`src/rtl/store_write_buffer.sv`:
```
// store_write_buffer: posted-store FIFO with same-word coalescing, load forwarding and req/ack drain to memory
module store_write_buffer #(
  parameter int DEPTH = 4,
  localparam int PTRW = $clog2(DEPTH)
) (
  input  logic            clk,
  input  logic            reset,
  input  logic            st_valid,
  input  logic [31:0]     st_addr,
  input  logic [3:0]      st_byteen,
  input  logic [31:0]     st_wdata,
  output logic            st_ready,
  input  logic            ld_valid,
  input  logic [31:0]     ld_addr,
  output logic [3:0]      ld_hit_byteen,
  output logic [31:0]     ld_fwd_data,
  output logic            mem_req,
  output logic [31:0]     mem_addr,
  output logic [3:0]      mem_byteen,
  output logic [31:0]     mem_wdata,
  input  logic            mem_ack,
  output logic [PTRW:0]   count,
  output logic            empty
);
  logic [29:0] addr_q [DEPTH];
  logic [3:0] be_q [DEPTH];
  logic [31:0] data_q [DEPTH];
  logic [DEPTH-1:0] valid_q;
  logic [PTRW-1:0] head, tail, young, idx;
  logic acc, merge, pop;
  logic [31:0] merged;
  assign young = tail - PTRW'(1);
  assign st_ready = count != (PTRW+1)'(DEPTH);
  assign empty = count == '0;
  assign mem_req = !empty;
  assign mem_addr = mem_req ? {addr_q[head], 2'b00} : '0;
  assign mem_byteen = mem_req ? be_q[head] : '0;
  assign mem_wdata = mem_req ? data_q[head] : '0;
  assign acc = st_valid && st_ready && |st_byteen;
  assign merge = count > (PTRW+1)'(1) && addr_q[young] == st_addr[31:2] && young != head;
  assign pop = mem_req && mem_ack;
  always_comb begin
    merged = data_q[young];
    for (int l = 0; l < 4; l++)
      if (st_byteen[l]) merged[8*l +: 8] = st_wdata[8*l +: 8];
  end
  always_comb begin
    ld_hit_byteen = '0;
    ld_fwd_data = '0;
    idx = head;
    for (int i = 0; i < DEPTH; i++) begin
      idx = head + PTRW'(i);
      if (ld_valid && valid_q[idx] && addr_q[idx] == ld_addr[31:2])
        for (int l = 0; l < 4; l++)
          if (be_q[idx][l]) begin
            ld_hit_byteen[l] = 1'b1;
            ld_fwd_data[8*l +: 8] = data_q[idx][8*l +: 8];
          end
    end
  end
  always_ff @(posedge clk or negedge reset) begin
    if (!reset) begin
      head <= '0;
      tail <= '0;
      count <= '0;
      valid_q <= '0;
      for (int i = 0; i < DEPTH; i++) begin
        addr_q[i] <= '0;
        be_q[i] <= '0;
        data_q[i] <= '0;
      end
    end else begin
      if (pop) begin
        valid_q[head] <= 1'b0;
        head <= head + PTRW'(1);
      end
      if (acc && merge) begin
        be_q[young] <= be_q[young] | st_byteen;
        data_q[young] <= merged;
      end else if (acc) begin
        valid_q[tail] <= 1'b1;
        addr_q[tail] <= st_addr[31:2];
        be_q[tail] <= st_byteen;
        data_q[tail] <= st_wdata;
        tail <= tail + PTRW'(1);
      end
      count <= count + (PTRW+1)'(acc && !merge) - (PTRW+1)'(pop);
    end
  end
endmodule

```
`config.mk`:
```
export PLATFORM = sky130hd
export DESIGN_NAME = store_write_buffer
export DESIGN_NICKNAME = d
export VERILOG_FILES = /design/src/rtl/store_write_buffer.sv
export SDC_FILE = /design/constraint.sdc
export NUM_CORES = 1
export LEC_CHECK = 0
export BUFFER_PORTS_ARGS = -buffer_cell sky130_fd_sc_hd__buf_4
export CAP_MARGIN = 5
export CORE_ASPECT_RATIO = 0.7
export CORE_MARGIN = 2
export CORE_UTILIZATION = 47
export CTS_CLUSTER_DIAMETER = 30
export DETAILED_ROUTE_END_ITERATION = 7
export PLACE_DENSITY_LB_ADDON = 0.1
export SYNTH_ARGS = -nofsm -noshare
export SYNTH_HDL_FRONTEND = slang
export SYNTH_SLANG_ARGS = --single-unit
```
`constraint.sdc`:
```
create_clock -name clk -period 6.5 [get_ports clk]
set_clock_uncertainty 0.1 [all_clocks]
set_input_delay 0 -clock clk [delete_from_list [all_inputs] [get_ports clk]]
set_output_delay 0 -clock clk [all_outputs]
set_load 0.01 [all_outputs]
```
[Word-level counts from Yosys, hierarchy flattened]
Cells that the tools add are included.
Word-level totals
  bits in registers: 275
  bits of input ports: 105
  output and inout bits: 110
Cells by class
  add/sub/neg operators: 7
  $lt $le $gt $ge: 16
  equal/unequal tests: 7
  muxes and demuxes: 126
  bitwise gates (word level): 11
  reductions and logical operators: 25
Operators with widths (number)
  32-bit 2-to-1 mux: 18
  30-bit 2-to-1 mux: 11
  32-bit binary-select mux with 2-bit select: 5
  30-bit binary-select mux with 2-bit select: 5
  128-bit bitwise mux: 2
  128-bit 2-to-1 mux: 2
  8-bit 2-to-1 mux: 20
  30-bit == test: 5
  32-bit demux with 2-bit select: 2
  120-bit bitwise mux: 1
  4-bit 2-to-1 mux: 20
  30-bit demux with 2-bit select: 1
  4-bit binary-select mux with 2-bit select: 5
  16-bit bitwise mux: 2
  16-bit 2-to-1 mux: 2
  1-bit 2-to-1 mux: 22
  1-bit logical AND: 19
  3-bit greater-or-equal comparator, second input constant: 6
  2-bit inverter with 3-bit output: 6
  4-bit demux with 2-bit select: 2
  2-bit by 3-bit < comparator with 1-bit output, second input constant: 5
  1-bit binary-select mux with 2-bit select: 4
  4-bit bitwise OR: 2
  3-bit by 1-bit < comparator with 1-bit output, second input constant: 2
  other kinds (18): 23

[Logic depth before layout (Yosys ltp)]
Gate-level depths: netlist (run 1).
  depth after elaboration: 13
  gate-level depth with buffers: 20
  depth with buffers taken out: 14

[Worst setup path before layout (run 1)]
No wires, ideal clock.
  kind: register to register
  start: reg tail[0]
  end: reg count[2]
  setup time: 123 ps
  data arrival time: 5610 ps
  setup slack: 668 ps
  cell stages (with the launch flop): 21
  cells stage by stage: dfrtp_1 -> buf_4 -> buf_1 -> buf_1 -> clkinv_1 -> ha_1 -> clkbuf_1 -> buf_1 -> mux4_2 -> xnor2_1 -> nand4_1 -> nor4_1 -> nand2_2 -> buf_6 -> and2_1 -> inv_1 -> ha_1 -> inv_1 -> ha_1 -> fa_1 -> xnor2_1
Between the ends
  word-level cells in the longest chain between the ends: 12
  elaborated cells on any way between the ends: 13
  classes of those cells: 3 x add/sub; 2 x eq/ne; 3 x mux; 1 x bitwise; 4 x reduce/logical
RTL lines
  start: declaration: line 29  | logic [PTRW-1:0] head, tail, young, idx;
  start signal: assignment: line 85  | tail <= tail + PTRW'(1);
  2-bit by 1-bit subtractor with 2-bit output *: line 32  | assign young = tail - PTRW'(1);
  named net young[0]: line 29
  2-bit inverter with 3-bit output (implied by the code): line 40  | assign merge = count > (PTRW+1)'(1) && addr_q[young] == st_addr[31:2] && young != head;
  30-bit binary-select mux with 2-bit select: line 40
  30-bit 2-to-1 mux (implied by the code) (2 in a row): line 40
  30-bit == test: line 40
  1-bit logical AND: line 40
  1-bit logical AND *: line 40
  1-bit zero test *: line 87  | count <= count + (PTRW+1)'(acc && !merge) - (PTRW+1)'(pop);
  1-bit logical AND *: line 87
  3-bit by 1-bit adder with 3-bit output *: line 87
  3-bit by 1-bit subtractor with 3-bit output *: line 87
  end signal: assignment: line 87
  end: declaration: line 22  | output logic [PTRW:0] count,
Mark *: on every way through the listed nets, which the timed path passes. The rest lies on a longest branch. The select of a mux whose other input is x is not followed.
A chain may end at the register's enable or synchronous reset.

[Final worst setup path (run 1)]
  start: reg tail[0]
  end: reg data_q[73] in the netlist's numbering
Between the ends
  word-level cells in the longest chain between the ends: 10
  elaborated cells on any way between the ends: 30
  classes of those cells: 1 x add/sub; 4 x order compare; 2 x eq/ne; 15 x mux; 2 x bitwise; 6 x reduce/logical
RTL lines
  2-bit by 1-bit subtractor with 2-bit output *: line 32
  named net young[0]: line 29
  2-bit inverter with 3-bit output (implied by the code): line 40, 43, 79
  30-bit binary-select mux with 2-bit select: line 40
  30-bit 2-to-1 mux (implied by the code) (2 in a row): line 40
  30-bit == test: line 40
  1-bit logical AND (2 in a row): line 40
  1-bit logical AND: line 77  | if (acc && merge) begin
  128-bit 2-to-1 mux / 2-bit nonzero test (equally long branches)
  end signal: indexed assignment: line 79  | data_q[young] <= merged;
  end signal: indexed assignment: line 84  | data_q[tail] <= st_wdata;
  end: declaration: line 27  | logic [31:0] data_q [DEPTH];
Marks and branches as above.

==> flow_metrics.env, run 1 <==
export IMPL_status="finished, final reports clean"
export IMPL_rr_worst_depth=13
export IMPL_viasPerCell=6.83
export IMPL_stdcell_area_um2=29100
export IMPL_crit_cells=13
export IMPL_crit_path_start_kind="flop"
export IMPL_max_stage_delay_ns=0.65
export IMPL_timing_hold_ws_ns=0.0402
export IMPL_synth_cell_types=78
export IMPL_grt_usage_pct=32.8
export IMPL_nNetsFinal=2321
export IMPL_wl_mm=86.1
export IMPL_setup_viol=0
export IMPL_ir_drop_mv=0.453
export IMPL_grt_start_max_net_pins=149
export IMPL_crit_top_cell="buf_4"
export IMPL_die_width_um=274
export IMPL_path_cells="clkinv_1 > ha_4 > buf_4 > mux4_2 > xnor2_1 > nand4_1 > nor4_2 > nand2_2 > nand3_2 > o21ai_4 > buf_4 > o221a_2 > dlygate4sd3_1"
export IMPL_pre_cts_slack_ns=0.771
export IMPL_seq_area_frac_synth_pct=28.7
export IMPL_rsz0062_at_grt="no"
export IMPL_critPathBufInv=4
export IMPL_cp_startpoint="tail[0]$_DFFE_PN0N_"
export IMPL_fp_dieH_um=193
export IMPL_ys_ff_latch=275
export IMPL_placed_cell_area_um2=25900
export IMPL_fin_ws_ns=0.124
export IMPL_gr_total_overflow=0
export IMPL_max_freq_mhz=157
export IMPL_slowest_stage="nor4_2"
export IMPL_hold_viol_final=0
export IMPL_synth_top_area_share_pct=28.7
export IMPL_clk_transition_reported_paths_ns=0.05
export IMPL_start_util_pct=47.4
export IMPL_core_um2=50600
export IMPL_hpwl_mm=56.0
export IMPL_io_pins=215
export IMPL_drc_errors=0
export IMPL_hold_path_class="primary input to asynchronous set/reset pin"
export IMPL_syn_inst=1980
export IMPL_cp_required_ns=6.88
export IMPL_p_leak_nw=10.9
export IMPL_synth_cells_most_frequent="mux4_2 (284), dfrtp_1 (275), nand2_1 (239), mux2_2 (143), mux2i_1 (130)"
export IMPL_drt_first_pass_iters=5
export IMPL_ys_warn_count=0
export IMPL_clockRootBuffer="clkbuf_16"
export IMPL_drt_iter0_drc=2792
export IMPL_crit_family="simple AND/OR/NAND/NOR gates"
export IMPL_cp_end_kind="flop"
export IMPL_p_per_area_nw_per_um2=676
export IMPL_yosysMostFrequentCell="mux4_2"
export IMPL_drv_cap=0
export IMPL_cts_tree="done"
export IMPL_worst_pin_slew_ns=1.12
export IMPL_dominantRegCellSynth="dfrtp_1"
export IMPL_fillers=4256
export IMPL_synth_area_um2=24000
export IMPL_grt_antenna_before_repair=1
export IMPL_min_period_over_period_pct=98.1
export IMPL_fin_crit_ns=6.38
export IMPL_avgSynthCellArea_um2=12.1
export IMPL_synthTopCellsByArea="dfrtp_1 (29%), mux4_2 (27%), mux2_2 (6.7%)"
export IMPL_yosys_area_top_type="dfrtp_1"
export IMPL_clockBufferDepth=3
export IMPL_clk_latency_ns=0.60
export IMPL_setup_tns_ns=0
export IMPL_report_final_slew_viol_count=0
export IMPL_via_count=20031
export IMPL_wl_per_cell_um=29.4
export IMPL_async_flop_share_pct=100
export IMPL_htree_levels=3
export IMPL_synth_edff_count=0
export IMPL_die_area_um2=52900
export IMPL_clkSinkCount=275
export IMPL_critPathMaxFanout=36
export IMPL_critPathKind="flop to flop"
export IMPL_numCtsBuffers=70
export IMPL_gp_congestion=1.04
export IMPL_rows=69
export IMPL_grt_pass1_wl_mm=128
export IMPL_max_slew_margin_rel_pct=25.6
export IMPL_grt_pass1_vias=19455
export IMPL_ant_nets=0
export IMPL_syn_to_final_growth_pct=21.3
export IMPL_drive_gt1_share_pct=41.6
export IMPL_port_buffers=208
export IMPL_r2r_start="tail[0]$_DFFE_PN0N_"
export IMPL_arrival_ns=6.76
[metrics by stage]
step	instances	power [W]	util [%]
final	2932	0.0197	57.5
after global routing	2932	0.0206	57.5
after CTS	2931	0.0195	57.5
after detailed placement	2730	0.0157	51.2
after global placement	2730	0.0155	51.2
after floorplan	1981	0.0122	-
[sequential cells by signal, summed over array words and instances, names as in the netlist]
signal,count
head,2
data_q,128
addr_q,120
be_q,16
valid_q,4
tail,2
count,3
[path summary, 6_finish.rpt]
kind                                               end  slack (ns)
worst max-delay path            data_q[73]$_DFFE_PN0P_        0.12
worst min-delay path            addr_q[30]$_DFFE_PN0P_        0.04
worst max register to register  data_q[73]$_DFFE_PN0P_        0.12
worst min register to register    valid_q[2]$_DFF_PN0_        0.47
max in group asynchronous       data_q[60]$_DFFE_PN0P_        4.76
min in group clk                addr_q[22]$_DFFE_PN0P_        0.12
[cell type report]
type	instances	area (um2)	share of cell area, %
clock inverters	40	510	1.75
clock buffers	85	1890	6.49
repair buffers	335	2780	9.54
well taps	674	843	2.90
flip-flops and latches	275	6890	23.7
diodes	1	2.50	0.00860
multi-input cells	1494	16100	55.3
inverters	28	105	0.361
[power breakdown]
group | total [W] | switching, W | leakage, nW | internal, W
Sequential | 0.00400 | 0.00141 | 3.14 | 0.00259
Clock | 0.00359 | 0.00113 | 1.17 | 0.00246
Combinational | 0.0121 | 0.00582 | 6.62 | 0.00625
Total | 0.0197 | 0.00836 | 10.9 | 0.0113
[cell usage in the layout (no fill, tap or decap), types with 33 or more instances in the layout]
cell type,n
clkbuf_16,71
o221a_2,102
mux4_2,284
nor2b_1,62
dfrtp_1,272
xor2_1,33
dlygate4sd3_1,76
mux2_2,143
buf_4,253
mux2i_1,130
a21oi_1,38
nand2_1,239
xnor2_1,104
[layer usage]
layer  routed length [um]  track usage (%)  part of all wire [%]  vias up
met4                 2280             9.85                   2.7        0
li1                     -                -                     -     8344
met1                37500             49.4                    44    10409
met2                36700             46.0                    43     1109
met5                    0                0                     0        -
met3                 9520             8.87                    11      169
[timing repair]
| action | 4_1_cts | 5_1_grt |
|---|---|---|
| buffers inserted | 0 | 0 |
| hold buffers | 76 | 0 |
| gates resized for setup | 0 | 1 |
| hold endpoints to repair | 397 | 0 |
| setup endpoints to repair | 0 | 2 |
[cells by family (layout without fill, tap and decap cells)]
logic type	after synthesis	count (layout)	share of synthesized area [%]
xor gates and xnor gates	137	137	5.00
AOI/OAI and AO/OA	315	315	11.9
muxes	561	561	39.2
other	1	3	0.0156
DFF	275	275	28.7
and+or+nand+nor	467	467	9.87
adders and majority gates	12	12	0.657
buffers and inverters	212	488	4.66
No activity file was read; power rests on OpenSTA's default activity.
==> run 2: changes to the inputs <==
--- a/config.mk
+++ b/config.mk
@@ -7,7 +7,7 @@
 export LEC_CHECK = 0
 export BUFFER_PORTS_ARGS = -buffer_cell sky130_fd_sc_hd__buf_4
 export CAP_MARGIN = 5
-export CORE_ASPECT_RATIO = 0.7
+export CORE_ASPECT_RATIO = 0.5
 export CORE_MARGIN = 2
 export CORE_UTILIZATION = 47
 export CTS_CLUSTER_DIAMETER = 30
==> flow_metrics.env, run 2 (same netlist as run 1, synthesis figures left out) <==
export IMPL_gr_total_overflow=0
export IMPL_grt_usage_pct=30.1
export IMPL_clkSinkCount=275
export IMPL_multi_input_area_um2=16100
export IMPL_cp_required_ns=6.40
export IMPL_htree_levels=2
export IMPL_hold_viol_final=0
export IMPL_viasPerCell=6.67
export IMPL_top_register="data_q"
export IMPL_fin_crit_ns=5.75
export IMPL_wl_mm=79.4
export IMPL_grt_start_max_net_pins=157
export IMPL_fin_cells=2912
export IMPL_clockRootBuffer="clkbuf_16"
export IMPL_min_period_over_period_pct=88.4
export IMPL_drc_errors=0
export IMPL_placed_cell_area_um2=26000
export IMPL_rsz0062_at_grt="no"
export IMPL_ctsHoldBuffers=73
export IMPL_largest_registers="data_q: 128 flops, addr_q: 120 flops, be_q: 16 flops"
export IMPL_hpwl_mm=50.2
export IMPL_clk_transition_reported_paths_ns=0.05
export IMPL_largest_register_ff_count=128
export IMPL_comb_power_share_pct=63.4
export IMPL_clockBufferDepth=3
export IMPL_cp_end_kind="output pin"
export IMPL_ir_drop_mv=0.442
export IMPL_crit_path_start_kind="flop"
export IMPL_rows=58
export IMPL_arrival_ns=5.65
export IMPL_regArea_um2=6890
export IMPL_placed_cells=2743
export IMPL_finish_utilization_pct=56.6
export IMPL_setup_viol=0
export IMPL_max_freq_mhz=174
export IMPL_grt_pass1_vias=19315
export IMPL_ant_nets=0
export IMPL_report_final_slew_viol_count=0
export IMPL_grt_antenna_before_repair=0
export IMPL_clk_latency_ns=0.59
export IMPL_fp_dieH_um=164
export IMPL_max_slew_margin_rel_pct=27.7
export IMPL_cts_resized_gates=0
export IMPL_p_per_area_nw_per_um2=642
export IMPL_cts_tree="done"
export IMPL_post_cts_buffers=0
export IMPL_clkPwrFrac_pct=14.8
export IMPL_start_util_pct=47.7
export IMPL_layout_commonest_cell="mux4_2"
export IMPL_syn_to_final_growth_pct=18.6
export IMPL_core_um2=50300
export IMPL_gp_congestion=0.943
export IMPL_wl_per_cell_um=27.3
export IMPL_drt_first_pass_iters=5
export IMPL_drt_iter0_drc=1702
export IMPL_stdcell_area_um2=28500
export IMPL_ff2ff_setup_slack_ns=0.91
export IMPL_layout_common_cells="mux4_2 (284), dfrtp_1 (272), buf_4 (246)"
export IMPL_critPathMaxFanout=34
export IMPL_drv_cap=0
export IMPL_via_count=19435
export IMPL_die_area_um2=53000
export IMPL_p_int_w=0.0105
export IMPL_status="finished, final reports clean"
export IMPL_power_frac_seq_pct=21.7
export IMPL_die_width_um=323
export IMPL_io_pins=215
export IMPL_grt_pass1_wl_mm=121
export IMPL_fillers=4256
export IMPL_hold_path_class="primary input to flop"
export IMPL_p_sw_w=0.00776
export IMPL_numCtsBuffers=51
export IMPL_port_buffers=208
export IMPL_worst_pin_slew_ns=1.08
export IMPL_p_sw_share_pct=42.5
export IMPL_p_leak_nw=10.6
export IMPL_antenna_cells=0
export IMPL_critPathKind="flop to output pin"
export IMPL_drive_gt1_share_pct=40.9
export IMPL_setup_tns_ns=0
export IMPL_nNetsFinal=2296
-- run 2: changes by cell type in the layout (fill, tap and decap cells not counted), moves of 4 or more --
cell           before  now
dlygate4sd3_1      76   72
clkinv_2           15    8
buf_12              5    9
buf_4             253  246
bufinv_16          10    3
clkinv_4            2    8
clkbuf_16          71   53
-- run 2: metrics by stage --
step                setup WS, ns  power (W)  hold slack [ns]
floorplan                  0.668     0.0122           -0.396
global placement            1.29     0.0153          -0.0940
detailed placement          1.24     0.0154          -0.0936
CTS                        0.896     0.0182            0.114
global route               0.589     0.0193            0.137
finish                     0.753     0.0183            0.126
-- run 2: worst max-delay path: stages, from the launching register on --
cell     delay, ns
dfrtp_4       0.81
inv_2         0.12
ha_4          0.67
buf_12        0.30
mux2i_1       0.28
xor2_1        0.33
a21oi_1       0.17
nor4_1        0.76
nand2_1       0.21
or3b_1        0.69
and3_1        0.26
o31a_1        0.27
buf_4         0.15
-- run 2: cell type report --
type,instances,area share [%]
clock buffer,66,5.04
clock inverter,30,1.06
inverter,28,0.369
multi-input combinational,1494,56.5
sequential,275,24.2
tap,690,3.03
timing repair buffer,329,9.81
-- run 2: layer usage --
metal | vias to the layer above | GRT usage [%] | part of all wire, %
met1 | 10112 | 41.5 | 41
met3 | 170 | 5.29 | 8.0
met4 | 0 | 9.79 | 3.2
met2 | 895 | 48.8 | 48
met5 | - | 0 | 0
li1 | 8258 | - | -
-- run 2: worst paths after layout --
path,start,endpoint,depth (start not counted)
setup / recovery,head[0]$_DFFE_PN0P_,ld_fwd_data[29],12
hold / removal,st_addr[13],addr_q[71]$_DFFE_PN0P_,3
setup reg to reg,tail[0]$_DFFE_PN0N_,data_q[38]$_DFFE_PN0P_,14
hold reg to reg,valid_q[0]$_DFF_PN0_,valid_q[0]$_DFF_PN0_,2
max in group asynchronous,reset,tail[0]$_DFFE_PN0N_,4
min in group asynchronous,reset,addr_q[3]$_DFFE_PN0P_,4
-- run 2: power by group through the flow --
stage / Clock (W) / Combinational [W] / Sequential, W
global placement: 0 / 0.0114 / 0.00390
finish: 0.00271 / 0.0116 / 0.00397
CTS: 0.00274 / 0.0116 / 0.00392
floorplan: 0 / 0.00878 / 0.00342
global route: 0.00283 / 0.0123 / 0.00414
detailed placement: 0 / 0.0115 / 0.00394
